[config.mk]
export PLATFORM = sky130hd
export DESIGN_NAME = bin_bcd_seq
export DESIGN_NICKNAME = d
export VERILOG_FILES = /design/src/rtl/bin_bcd_pkg.sv /design/src/rtl/bcd_add3.sv /design/src/rtl/bin_bcd_seq.sv
export SDC_FILE = /design/constraint.sdc
export NUM_CORES = 1
export LEC_CHECK = 0
export CAP_MARGIN = 25
export CORE_MARGIN = 1
export CORE_UTILIZATION = 58
export DETAILED_ROUTE_END_ITERATION = 10
export PLACE_DENSITY = 0.84
export SLEW_MARGIN = 20
export SYNTH_ARGS = -nofsm -noshare
export SYNTH_HDL_FRONTEND = slang
export SYNTH_SLANG_ARGS = --single-unit
[constraint.sdc]
create_clock -name clk -period 3.8 [get_ports clk]
set_input_delay 0.76 -clock clk [delete_from_list [all_inputs] [get_ports clk]]
set_output_delay 0.76 -clock clk [all_outputs]
set_load 0.1 [all_outputs]
[src/rtl/bin_bcd_pkg.sv]
// Shared definitions for the sequential binary-to-BCD converter:
// FSM state encoding and a helper that sizes the BCD digit count.
package bin_bcd_pkg;

  typedef enum logic [1:0] {
    IDLE  = 2'd0,
    SHIFT = 2'd1,
    DONE  = 2'd2
  } state_t;

  // Smallest digit count d with 10^d >= 2^bin_w, i.e. exact for every operand.
  function automatic int min_digits(input int bin_w);
    longint lim;
    longint p;
    int     d;
    lim = longint'(1) << bin_w;
    p   = 1;
    d   = 0;
    for (int i = 0; i < 20; i++) begin
      if (p < lim) begin
        p = p * 10;
        d = d + 1;
      end
    end
    return d;
  endfunction

endpackage

[src/rtl/bcd_add3.sv]
// Double-dabble digit adjust: a BCD digit of 5 or more gets +3 so that the
// following left shift carries correctly into the next decimal digit.
module bcd_add3 (
  input  logic [3:0] d,
  output logic [3:0] q
);

  assign q = (d >= 4'd5) ? d + 4'd3 : d;

endmodule

[src/rtl/bin_bcd_seq.sv]
// Sequential binary-to-BCD converter (shift-and-add-3, one bit per clock)
// with valid/ready handshakes on the operand and result sides.
module bin_bcd_seq
  import bin_bcd_pkg::*;
#(
  parameter int BIN_W  = 8,
  parameter int DIGITS = 3
) (
  input  logic                  clk,
  input  logic                  rst_n,
  input  logic                  in_valid,
  output logic                  in_ready,
  input  logic [BIN_W-1:0]      in_data,
  output logic                  out_valid,
  input  logic                  out_ready,
  output logic [4*DIGITS-1:0]   bcd,
  output logic                  ovf
);

  localparam int CNT_W = $clog2(BIN_W + 1);
  localparam int BCD_W = 4 * DIGITS;

  state_t             state_reg, state_next;
  logic [BIN_W-1:0]   bin_sr_reg, bin_sr_next;
  logic [BCD_W-1:0]   bcd_sr_reg, bcd_sr_next;
  logic               ovf_sr_reg, ovf_sr_next;
  logic [CNT_W-1:0]   cnt_reg, cnt_next;
  logic [BCD_W-1:0]   bcd_reg, bcd_next;
  logic               ovf_reg, ovf_next;

  logic [BCD_W-1:0]   bcd_adj;
  logic [BCD_W-1:0]   bcd_shifted;
  logic               carry_out;

  genvar gi;
  generate
    for (gi = 0; gi < DIGITS; gi++) begin : g_digit
      bcd_add3 u_add3 (
        .d (bcd_sr_reg[4*gi +: 4]),
        .q (bcd_adj[4*gi +: 4])
      );
    end
  endgenerate

  // A 1 leaving the top digit means the value no longer fits; truncation
  // of that carry leaves the result modulo 10^DIGITS.
  assign bcd_shifted = {bcd_adj[BCD_W-2:0], bin_sr_reg[BIN_W-1]};
  assign carry_out   = bcd_adj[BCD_W-1];

  always_comb begin
    state_next  = state_reg;
    bin_sr_next = bin_sr_reg;
    bcd_sr_next = bcd_sr_reg;
    ovf_sr_next = ovf_sr_reg;
    cnt_next    = cnt_reg;
    bcd_next    = bcd_reg;
    ovf_next    = ovf_reg;
    case (state_reg)
      IDLE: begin
        if (in_valid) begin
          bin_sr_next = in_data;
          bcd_sr_next = '0;
          ovf_sr_next = 1'b0;
          cnt_next    = CNT_W'(BIN_W);
          state_next  = SHIFT;
        end
      end
      SHIFT: begin
        bin_sr_next = {bin_sr_reg[BIN_W-2:0], 1'b0};
        bcd_sr_next = bcd_shifted;
        ovf_sr_next = ovf_sr_reg | carry_out;
        cnt_next    = cnt_reg - CNT_W'(1);
        if (cnt_reg == CNT_W'(1)) begin
          bcd_next   = bcd_shifted;
          ovf_next   = ovf_sr_reg | carry_out;
          state_next = DONE;
        end
      end
      DONE: begin
        if (out_ready) begin
          state_next = IDLE;
        end
      end
      default: state_next = IDLE;
    endcase
  end

  always_ff @(posedge clk or negedge rst_n) begin
    if (!rst_n) begin
      state_reg  <= IDLE;
      bin_sr_reg <= '0;
      bcd_sr_reg <= '0;
      ovf_sr_reg <= 1'b0;
      cnt_reg    <= '0;
      bcd_reg    <= '0;
      ovf_reg    <= 1'b0;
    end else begin
      state_reg  <= state_next;
      bin_sr_reg <= bin_sr_next;
      bcd_sr_reg <= bcd_sr_next;
      ovf_sr_reg <= ovf_sr_next;
      cnt_reg    <= cnt_next;
      bcd_reg    <= bcd_next;
      ovf_reg    <= ovf_next;
    end
  end

  assign in_ready  = (state_reg == IDLE);
  assign out_valid = (state_reg == DONE);
  assign bcd       = bcd_reg;
  assign ovf       = ovf_reg;

endmodule

==> results.yml <==
timing:
  slew_headroom: 0.353
  fmax_mhz: 382
  fin_skew_ps: 4.84
  rsz0062_at_grt: "false"
  holdWs_ps: 495
  setup_tns_ps: 0
  tightest_slew_ps: 967
  min_period_ps: 2620
  setup_viol: 0
  fin_crit_sh: 0.689
  slew_viol_final: 0
  hold_violations: 0
worst_setup_path:
  worst-path-buf-inv: 1
  crit_required_ps: 3040
  slowest_delay_ps: 1130
  r2r.worst_path.cells: 3
  arrival_ps: 1860
  r2r-start: "state_reg[0]"
  worstReg2RegEnd: "bcd[0]"
  cp-end-kind: "output pin"
  crit_fanout: 2
  crit_type: "register to output pin"
  path_cells: "clkdlybuf4s50_1"
  crit_path_start_kind: "register"
  r2r_setup_slack_ps: 1790
  crit_path_top_delay_cell: "clkdlybuf4s50_1"
  path_delay_family: "buffers and inverters"
layout:
  final_layout_size_suffix_gt1_frac: 0.0804
  final_cell_mix: "dfrtp_1 (40), o21ai_0 (31), nand2_1 (27), clkdlybuf4s50_1 (23), a21oi_1 (20)"
  layout_commonest_cell: "dfrtp_1"
  post-route-util: 0.736
  synthToLayoutAreaGrowth_pct: 16.9
  nFillCells: 236
  diodes: 0
  fin_nets: 243
global_routing:
  grt_use_total: 0.248
  grt_pass1_vias: 1491
  gr-total-overflow: 0
  grt_pass1_wl_um: 6460
  antenna_found_initial: 0
  grt_max_degree: 41
clock_tree:
  path_clk_slew_ps: 120
  cts_resized: 0
  htree_num_levels: 2
  root_buffer: "clkbuf_4"
  clk_latency_ps: 350
  clock-sinks: 40
  cts_buffers: 5
  post_cts_buffers: 0
  cts_tree: "built"
  cts_buffer_depth: 2
  postCtsHoldBufs: 0
synth:
  synthesis.area_mm2: 0.00197
  syn_area_per_cell_um2: 9.89
  syn-num-nets: 219
  ys_seq_area_frac: 0.509
  ys_warn_count: 0
  ys_ff_latch: 40
  syn_inst: 199
  synth.distinct_cells: 27
drt:
  vias: 1527
  highest_layer: "met4"
  dr_wl_met3_um: 134
  drc_errors: 0
  drt-met1-wl_um: 1680
  drt_iter0_drc: 57
  routed_wl_um: 3800
  wl_per_cell_um: 14.2
  viasPerCell: 5.70
  dr_wl_met2_um: 1900
  ant_nets: 0
  drt_pass1_iterations: 4
die:
  row_count: 20
  dieWidth_um: 60.3
  ioPinCount: 27
  initial_core_util: 0.629
  coreArea_mm2: 0.00313
  die_h_um: 60.3
  die_area_mm2: 0.00363
place:
  port_buffers: 26
  hpwl_um: 2590
  gp_congestion: 0.771
run_status:
  outcome: "completed"
min_path:
  hp-class: "input pin to asynchronous set/reset pin"
flow_run:
  max_cap_viol_count: 0
==> layer usage <==
metal	global-route usage	vias to the layer above
li1	-	739
met1	0.296	748
met2	0.414	30
met3	0.0476	10
met4	0.143	0
met5	0	-
==> worst max path at each step <==
stage	start	endpoint	slack (ps)	depth (start not counted)
floorplan	state_reg[0]	in_ready	1100	3
global placement	ovf	ovf	1580	1
detailed placement	bcd[11]	bcd[11]	1570	1
CTS	bcd[3]	bcd[3]	1170	1
global route	bcd[3]	bcd[3]	1110	1
finish	bcd[3]	bcd[3]	1180	1
==> synth_stat cells, drive strengths merged <==
cell type,instances,share of area
a31oi,1,0.0032
clkbuf,4,0.0076
dfrtp,40,0.51
o21ai,32,0.081
nand3,4,0.010
o31ai,2,0.0076
buf,6,0.023
a21oi,20,0.051
nor3b,14,0.059
and2b,1,0.0038
a22o,5,0.022
nand2,28,0.057
nor2b,2,0.0064
nor3,4,0.010
mux2i,4,0.020
inv,10,0.019
xnor2,3,0.013
ha,8,0.051
nand2b,4,0.013
nor2,3,0.0057
mux2,4,0.027
==> per-stage QoR <==
stage,setup WS [ps],instance area [um^2],cells
2_1_floorplan,1100,1970,199
3_3_place_gp,1580,2220,260
3_5_place_dp,1570,2220,260
4_1_cts,1170,2300,268
5_1_grt,1110,2300,268
6_report,1180,2300,268
==> logic make-up (layout without fill, tap and decap cells) <==
| kind of cell | Yosys count | in the layout | synth area share |
|---|---|---|---|
| AO/OA/AOI/OAI | 60 | 60 | 0.165 |
| AND/OR/NAND/NOR | 60 | 60 | 0.165 |
| flip-flops | 40 | 40 | 0.509 |
| buffers and inverters | 20 | 45 | 0.0496 |
| adder cells (fa/ha/maj) | 8 | 8 | 0.0509 |
| multiplexers | 8 | 8 | 0.0470 |
| XOR/XNOR | 3 | 3 | 0.0134 |
==> area by class of cell <==
| class | instances | area [um^2] | area share |
|---|---|---|---|
| flip-flops and latches | 40 | 1000 | 0.435 |
| clock inverters | 3 | 42.5 | 0.0185 |
| repair buffers | 27 | 258 | 0.112 |
| clock buffers | 5 | 37.5 | 0.0163 |
| inverters | 10 | 37.5 | 0.0163 |
| multi-input cells | 139 | 870 | 0.378 |
| well taps | 44 | 55.1 | 0.0239 |
Power is not shown: default switching activity piles up to over one toggle a cycle in this logic, so the estimate is an artifact.
